[src/rtl/hazard_ctrl.sv]
// hazard_ctrl: load-use and mult/div interlock for the pipeline front end.
// It generates the PC/IF-ID enables and the flushes, and counts stall cycles up to a saturating limit.
`default_nettype none

module hazard_ctrl #(
  parameter int MD_CYCLES = 32
) (
  input  logic        clk,
  input  logic        rst,
  input  logic        IDEXmemread,
  input  logic [4:0]  IDEXrt,
  input  logic [4:0]  IFIDrs,
  input  logic [4:0]  IFIDrt,
  input  logic [1:0]  NPCOp,
  input  logic        mdstart,
  input  logic        mduse,
  output logic        PCWrite,
  output logic        IFIDWrite,
  output logic        IFIDflush,
  output logic        IDEXflush,
  output logic        mdbusy,
  output logic [15:0] stallcnt
);

  typedef enum logic [0:0] {
    IDLE   = 1'b0,
    MDBUSY = 1'b1
  } state_t;

  localparam logic [5:0]  MD_LOAD = 6'(MD_CYCLES - 1);
  localparam logic [15:0] CNT_MAX = 16'hFFFF;

  state_t     state;
  logic [5:0] mdcnt;
  logic       lu;
  logic       mh;
  logic       stall;

  // A load into $0 never produces a real value, so it cannot create a hazard.
  assign lu    = IDEXmemread && (IDEXrt != 5'd0) &&
                 ((IDEXrt == IFIDrs) || (IDEXrt == IFIDrt));
  assign mh    = mdbusy && mduse;
  assign stall = lu || mh;

  // Reset overrides the hazard outputs so the pipeline free-runs while held.
  always_comb begin
    PCWrite   = 1'b1;
    IFIDWrite = 1'b1;
    IFIDflush = 1'b0;
    IDEXflush = 1'b0;
    if (!rst) begin
      PCWrite   = ~stall;
      IFIDWrite = ~stall;
      IDEXflush = stall;
      IFIDflush = (NPCOp != 2'b00) && !stall;
    end
  end

  always_ff @(posedge clk or posedge rst) begin
    if (rst) begin
      state  <= IDLE;
      mdcnt  <= 6'd0;
      mdbusy <= 1'b0;
    end else begin
      case (state)
        IDLE: begin
          if (mdstart) begin
            state  <= MDBUSY;
            mdcnt  <= MD_LOAD;
            mdbusy <= 1'b1;
          end
        end
        MDBUSY: begin
          // A new mdstart while occupied is ignored; the running count is not reloaded.
          if (mdcnt != 6'd0) begin
            mdcnt <= mdcnt - 6'd1;
          end else begin
            state  <= IDLE;
            mdbusy <= 1'b0;
          end
        end
        default: begin
          state  <= IDLE;
          mdcnt  <= 6'd0;
          mdbusy <= 1'b0;
        end
      endcase
    end
  end

  always_ff @(posedge clk or posedge rst) begin
    if (rst) begin
      stallcnt <= 16'd0;
    end else if (stall && (stallcnt != CNT_MAX)) begin
      stallcnt <= stallcnt + 16'd1;
    end
  end

endmodule

`default_nettype wire
[config.mk]
export PLATFORM = sky130hd
export DESIGN_NAME = hazard_ctrl
export DESIGN_NICKNAME = d
export VERILOG_FILES = /design/src/rtl/hazard_ctrl.sv
export SDC_FILE = /design/constraint.sdc
export NUM_CORES = 1
export LEC_CHECK = 0
export ABC_AREA = 1
export BUFFER_PORTS_ARGS = -buffer_cell sky130_fd_sc_hd__buf_2
export CAP_MARGIN = 10
export CORE_MARGIN = 2
export CORE_UTILIZATION = 40
export CTS_CLUSTER_DIAMETER = 50
export CTS_CLUSTER_SIZE = 30
export DETAILED_ROUTE_END_ITERATION = 10
export MAX_ROUTING_LAYER = met4
export PLACE_DENSITY_LB_ADDON = 0.15
export SETUP_SLACK_MARGIN = 0.4
export SLEW_MARGIN = 0
export SYNTH_ARGS = -nofsm -noshare
export SYNTH_HDL_FRONTEND = slang
export SYNTH_SLANG_ARGS = --single-unit
[constraint.sdc]
create_clock -name clk -period 2 [get_ports clk]
set_input_delay 0.4 -clock clk [delete_from_list [all_inputs] [get_ports clk]]
set_output_delay 0.4 -clock clk [all_outputs]
set_load 0.01 [all_outputs]
==> results of run 1 <==
==> through the flow <==
step | util | worst slack [ps] | total power, mW | cell area (µm²)
floorplan | - | 408 | 1.24 | 1670
global placement | 0.482 | 194 | 1.41 | 1920
detailed placement | 0.482 | 170 | 1.42 | 1920
CTS | 0.522 | 314 | 1.81 | 2070
global route | 0.568 | 266 | 2.20 | 2260
finish | 0.568 | 351 | 2.01 | 2260
==> metal layers <==
layer	global-route usage	up-vias	share of wire
li1	-	849	-
met1	0.246	729	0.46
met2	0.290	33	0.48
met3	0.0247	4	0.053
met4	0.0450	0	0.0095
met5	-	-	0
==> worst max-delay path, cell delays in order <==
cell,delay [ps]
buf_8,80
inv_2,30
nand2_1,50
nand2_1,50
nor2_1,100
nand3_1,80
nand2_1,70
nand2_2,60
nand2_4,110
nand2_4,80
inv_2,60
buf_6,90
==> area by class of cell <==
cell class                      instances  area, µm²
Fill cell                             395       1710
Multi-Input combinational cell        175        983
Sequential cell                        24        603
Timing Repair Buffer                   54        415
Inverter                               35        138
Tap cell                               50       62.6
Clock buffer                            4       55.1
==> what timing repair did <==
| action | 4_1_cts | 5_1_grt |
|---|---|---|
| hold endpoints to repair | 0 | 0 |
| pin swaps | 11 | 25 |
| buffers inserted | 3 | 6 |
| setup endpoints to repair | 22 | 23 |
| gates resized for setup | 19 | 42 |
| hold buffers | 0 | 0 |
| gates cloned | 0 | 0 |
==> state kept, by name (all words and copies together), names as in the netlist <==
register,count
mdcnt,6
mdbusy,1
state,1
stallcnt,16
==> cells in the final DEF, fill, tap and decap left out, types with 9 or more instances in the layout <==
master	netlist	layout
nand2_2	1	9
inv_2	3	12
xor2_1	10	10
buf_6	3	14
nand2_1	83	72
inv_1	32	21
buf_2	1	26
dfrtp_1	24	22
nor2_1	23	17
nand3_1	28	27
buf_4	1	11
==> worst max-delay path by stage <==
stage                               endpoint  startpoint
CTS                                IDEXflush   IFIDrt[0]
global placement    stallcnt[13]$_DFFE_PP0P_   IDEXrt[4]
global route                       IDEXflush   IFIDrs[2]
finish                             IDEXflush   IDEXrt[4]
detailed placement   stallcnt[0]$_DFFE_PP0P_   IDEXrt[4]
floorplan                            PCWrite   IDEXrt[2]
==> cells by family after synthesis <==
logic type | share of synthesized area
adders and majority gates | 0.0228
and+or+nand+nor | 0.390
AOI/OAI and AO/OA | 0.0304
DFF | 0.364
buffers and inverters | 0.108
xor gates and xnor gates | 0.0850
==> power groups by stage <==
stage / clock network [mW] / registers [mW] / logic (mW)
2_1_floorplan: 0 / 0.775 / 0.468
3_3_place_gp: 0 / 0.770 / 0.643
3_5_place_dp: 0 / 0.770 / 0.653
4_1_cts: 0.345 / 0.764 / 0.705
5_1_grt: 0.366 / 0.806 / 1.02
6_report: 0.334 / 0.786 / 0.889
==> impl_metrics.csv, run 1 <==
group,metric,value,unit
critical_path,reg2reg_to,"stallcnt[13]$_DFFE_PP0P_",
critical_path,rr_worst_depth,7,
critical_path,crit_type,"input port to output pin",
placed_design,placed_cells,329,
layout,antenna_cells,0,
die,die_h,68.2,µm
yosys,yosysTopAreaCell,"dfrtp_1",
clock_tree,clk_pin_slew_worst_paths,90,ps
timing,finalSetupViolations,0,
route,vias,1615,
timing,clock-skew-final,4.62,ps
route,drtIter0Drc,54,
yosys,synthArstFlopShare,1.00,
timing,min_period,1650,ps
yosys,avgSynthCellArea,6.89,µm²
die,rows,23,
grt,grt_max_degree,17,
critical_path,r2r-start,"stallcnt[0]$_DFFE_PP0P_",
route,wire_per_inst,11.4,µm
yosys,synthesis.area,0.00165,mm²
yosys,ys_ff_latch,24,
grt,grt_pass1_wl,6330,µm
clock_tree,cts_root_buffer,"clkbuf_8",
route,drt-pass1-iter-count,4,
timing,tightest_slew,314,ps
clock_tree,htree_num_levels,1,
clock_tree,cts_made_buffers,3,
clock_tree,cts_buffer_depth,2,
die,core_area,0.00397,mm²
placed_design,gp_congestion,0.842,
yosys,yosysWarnings,0,
grt,antenna_found_initial,0,
critical_path,r2r_setup_slack,490,ps
timing,fin_crit_sh,0.825,
route,ant_nets,0,
yosys,synth_area_leaders,"dfrtp_1, nand2_1, nand3_1, inv_1, xor2_1",
layout,area_growth,37.0,%
power_and_ir_drop,p_leak,1.19,nW
timing,hold_ws,208,ps
layout,final_cells,342,
power_and_ir_drop,power_switching_share,0.399,
placed_design,port_buffers,42,
yosys,synth_common_cells,"nand2_1, inv_1, nand3_1",
timing,relSlewSlack,0.789,
die,io_pins,43,
grt,globalRouteTotalUtil,0.182,
critical_path,crit_fanout,4,
power_and_ir_drop,p_seq_frac,0.391,
yosys,synth_cell_types,21,
grt,overflow,0,
yosys,ys_seq_area_frac,0.364,
yosys,synth_top_area_frac,0.364,
timing,slew_viol_final,0,
die,dieArea,0.00465,mm²
yosys,synth_edf_count,0,
route,drc,0,
power_and_ir_drop,powerDensity,890,mW/mm²
power_and_ir_drop,power.internal,1.21,mW
power_and_ir_drop,ir_worst_vdd,0.000495,V
clock_tree,cts_sinks,24,
layout,drive_above_1_share,0.339,
timing,tns,0,ps
grt,grt_pass1_vias,1449,
clock_tree,cts_tree,"done",
yosys,yosysMostFrequentCell,"nand2_1",
power_and_ir_drop,p_comb_frac,0.443,
critical_path,worstSetupEndpointType,"output pin",
timing,rsz0062_at_grt,"true",
layout,final_nets,318,
route,vias_per_cell,4.72,
yosys,synthCells,239,
power_and_ir_drop,clkPwrFrac,0.166,
critical_path,start_kind,"input port",
clock_tree,clock_latency,270,ps
status,status,"finished, final reports clean",
critical_path,crit_required,1600,ps
critical_path,worstPathArrival,1250,ps
die,die_w,68.2,µm
route,wirelength,3900,µm
min_path,hp-class,"input port to asynchronous set/reset pin",
run,max_cap_viol_count,0,
power_and_ir_drop,switching_power,0.801,mW
timing,fmax,0.606,GHz
yosys,yosys_most_used_dff,"dfrtp_1",
die,start_util,0.415,
timing,hold_viol,0,
yosys,syn-num-nets,264,
placed_design,hpwl,2790,µm
Note: power is estimated with default switching activity, not from simulation.
==> run 2, diff against run 1 <==
Settings changed: ABC_AREA 1 to 0.
Clock period 2 ns to 1.7 ns, I/O delays scaled along.
==> impl_metrics.csv, run 2 <==
group,metric,value,unit
status,status,"finished with violations",
status,violations,"negative setup slack",
placed_design,port_buffers,42,
power_and_ir_drop,ir_worst_vdd,0.000474,V
run,max_cap_viol_count,0,
critical_path,critPathMaxStageDelay,540,ps
placed_design,placed_cells,229,
power_and_ir_drop,switching_power,0.858,mW
critical_path,slowest_stage,"or4_4",
critical_path,worstPathArrival,1570,ps
min_path,hp-class,"input port to asynchronous set/reset pin",
route,drc,0,
route,vias_per_cell,4.95,
grt,grt_max_degree,25,
grt,use_met1,0.224,
die,die_w,61.6,µm
yosys,synth_common_cells,"dfrtp_1, xnor2_1, nand2_1, xor2_1, nand3_1",
layout,fillerInstances,268,
layout,layout_commonest_cell,"buf_2",
timing,hold_viol,0,
critical_path,crit_buf_inv,2,
critical_path,crit_type,"input port to output pin",
layout,largest-register,"stallcnt",
clock_tree,cts_tree,"done",
yosys,synth_cell_types,34,
layout,antenna_cells,0,
die,dieArea,0.00379,mm²
layout,area_growth,53.1,%
critical_path,cp_top_family,"simple AND/OR/NAND/NOR gates",
yosys,synth_top_area_frac,0.453,
grt,antenna_found_initial,0,
layout,final_cells,243,
power_and_ir_drop,p_seq_frac,0.370,
layout,seq_area,603,µm²
power_and_ir_drop,powerDensity,1180,mW/mm²
route,vias,1203,
clock_tree,cts_made_buffers,3,
layout,final_nets,225,
grt,grt-busiest-layer,"met2",
timing,slew_viol_final,0,
layout,top_regs,"stallcnt: 16 flops, mdcnt: 6 flops",
power_and_ir_drop,p_leak,0.968,nW
route,drt-pass1-iter-count,4,
timing,tns,-814,ps
yosys,synthArstFlopShare,1.00,
yosys,avgSynthCellArea,10.1,µm²
timing,tightest_slew,304,ps
yosys,synthCells,131,
grt,overflow,0,
yosys,syn-num-nets,156,
critical_path,crit_chain,"buf_8 -> or4_4 -> o21ai_4 -> o21ai_4 -> nor3_4 -> buf_2",
die,rows,20,
grt,met3_usage,0.0189,
timing,fmax,0.525,GHz
layout,largest_register_ffs,16,
clock_tree,htree_num_levels,1,
clock_tree,cts_sinks,24,
critical_path,start_kind,"input port",
grt,globalRouteTotalUtil,0.180,
timing,relSlewSlack,0.797,
yosys,yosysWarnings,0,
timing,layout_setup_ws,-205,ps
grt,grt_use_met2,0.299,
power_and_ir_drop,p_comb_frac,0.506,
timing,min_period,1910,ps
die,core_area,0.00310,mm²
yosys,synth_area_leaders,"dfrtp_1, xnor2_1, xor2_1, nand3_1, and3_1",
route,wirelength,3080,µm
timing,clock-skew-final,2.08,ps
power_and_ir_drop,power_switching_share,0.357,
timing,finalSetupViolations,12,
yosys,yosysTopAreaCell,"dfrtp_1",
power_and_ir_drop,power.internal,1.54,mW
route,wire_per_inst,12.7,µm
timing,rsz0062_at_grt,"true",
critical_path,crit_required,1360,ps
layout,mostFrequentLayoutCells,"buf_2, dfrtp_1, buf_4",
layout,finish.utilization,0.654,
power_and_ir_drop,clkPwrFrac,0.125,
critical_path,crit_fanout,3,
die,die_h,61.6,µm
grt,grt_pass1_vias,1173,
placed_design,gp_congestion,0.823,
clock_tree,clock_latency,310,ps
die,io_pins,43,
clock_tree,cts_root_buffer,"clkbuf_4",
yosys,yosys_most_used_dff,"dfrtp_1",
critical_path,worstSetupEndpointType,"output pin",
route,drtIter0Drc,44,
timing,hold_ws,165,ps
grt,grt_pass1_wl,4880,µm
yosys,ys_seq_area_frac,0.453,
clock_tree,clk_pin_slew_worst_paths,130,ps
timing,fin_crit_sh,1.12,
yosys,yosysMostFrequentCell,"dfrtp_1",
layout,multi_input_area,833,µm²
yosys,synthesis.area,0.00133,mm²
die,start_util,0.427,
clock_tree,cts_buffer_depth,2,
layout,drive_above_1_share,0.528,
yosys,ys_ff_latch,24,
placed_design,hpwl,2270,µm
critical_path,cp_common_cell,"o21ai_4",
route,ant_nets,0,
yosys,synth_edf_count,0,
==> run 2: cell types whose count changed in the layout (fill, tap and decap cells not counted), moves of 8 or more <==
cell / before / now
buf_4: 11 / 20
inv_2: 12 / 2
nor2_1: 17 / 5
nand3_1: 27 / 8
nand2_2: 9 / 1
nand2_1: 72 / 7
inv_1: 21 / 5
==> run 2: routing by layer <==
metal  part of all wire  wire length (µm)  vias to the layer above
li1                   -                 -                      591
met1               0.42              1300                      572
met4              0.011                33                        0
met3              0.045               139                        2
met2               0.52              1610                       38
met5                  0                 0                        -
==> run 2: worst paths after layout <==
path                                          from                 endpoint  slack, ps  depth (start not counted)
max                                      IDEXrt[3]                IFIDflush       -210                          6
max reg2reg                   mdcnt[4]$_DFFE_PP0P_     mdcnt[5]$_DFFE_PP0P_        -60                          6
min in group clk                           mdstart          state$_DFF_PP0_        270                          3
min                                            rst  stallcnt[1]$_DFFE_PP0P_        170                          3
max in group asynchronous                      rst  stallcnt[7]$_DFFE_PP0P_       1280                          3
min reg2reg                stallcnt[9]$_DFFE_PP0P_  stallcnt[9]$_DFFE_PP0P_        500                          1
==> run 2: cell type report <==
cell class	count	area share
multi-input cells	97	0.410
flip-flops and latches	24	0.297
clock buffers	4	0.0179
inverters	7	0.0129
well taps	44	0.0271
repair buffers	67	0.235
==> run 2: power by group through the flow <==
stage / sequential, mW / clock [mW] / combinational (mW)
after floorplan: 0.938 / 0 / 0.531
after global placement: 0.866 / 0 / 0.954
final: 0.888 / 0.299 / 1.21
after global routing: 0.915 / 0.341 / 1.34
after CTS: 0.878 / 0.316 / 1.14
after detailed placement: 0.880 / 0 / 0.988
==> run 2: what timing repair did <==
action,4_1_cts,5_1_grt
gates cloned,0,0
setup buffers,4,6
gates resized for setup,23,11
hold buffers,0,0
setup endpoints to repair,31,38
pin swaps,7,4
==> run 2: tightest hold or removal path: cells and delay by family <==
| family | cells | cell delay (ps) |
|---|---|---|
| buf+inv | 3 | 550 |
==> run 2: cells by family (layout without fill, tap and decap cells) <==
group	count (synthesis)	after routing	synth area share
AND/OR/NAND/NOR	54	54	0.228
adder cells (fa/ha/maj)	3	3	0.0283
flip-flops	24	24	0.453
XOR/XNOR	24	24	0.158
multiplexers	3	3	0.0255
AO/OA/AOI/OAI	13	13	0.0689
buffers and inverters	10	78	0.0377
==> run 2: per-stage QoR <==
stage / area [µm²] / setup WS [ps] / total power, mW
global placement: 1760 / -331 / 1.82
global route: 2030 / -253 / 2.60
detailed placement: 1760 / -350 / 1.87
CTS: 1940 / -199 / 2.33
floorplan: 1410 / -144 / 1.47
finish: 2030 / -205 / 2.40
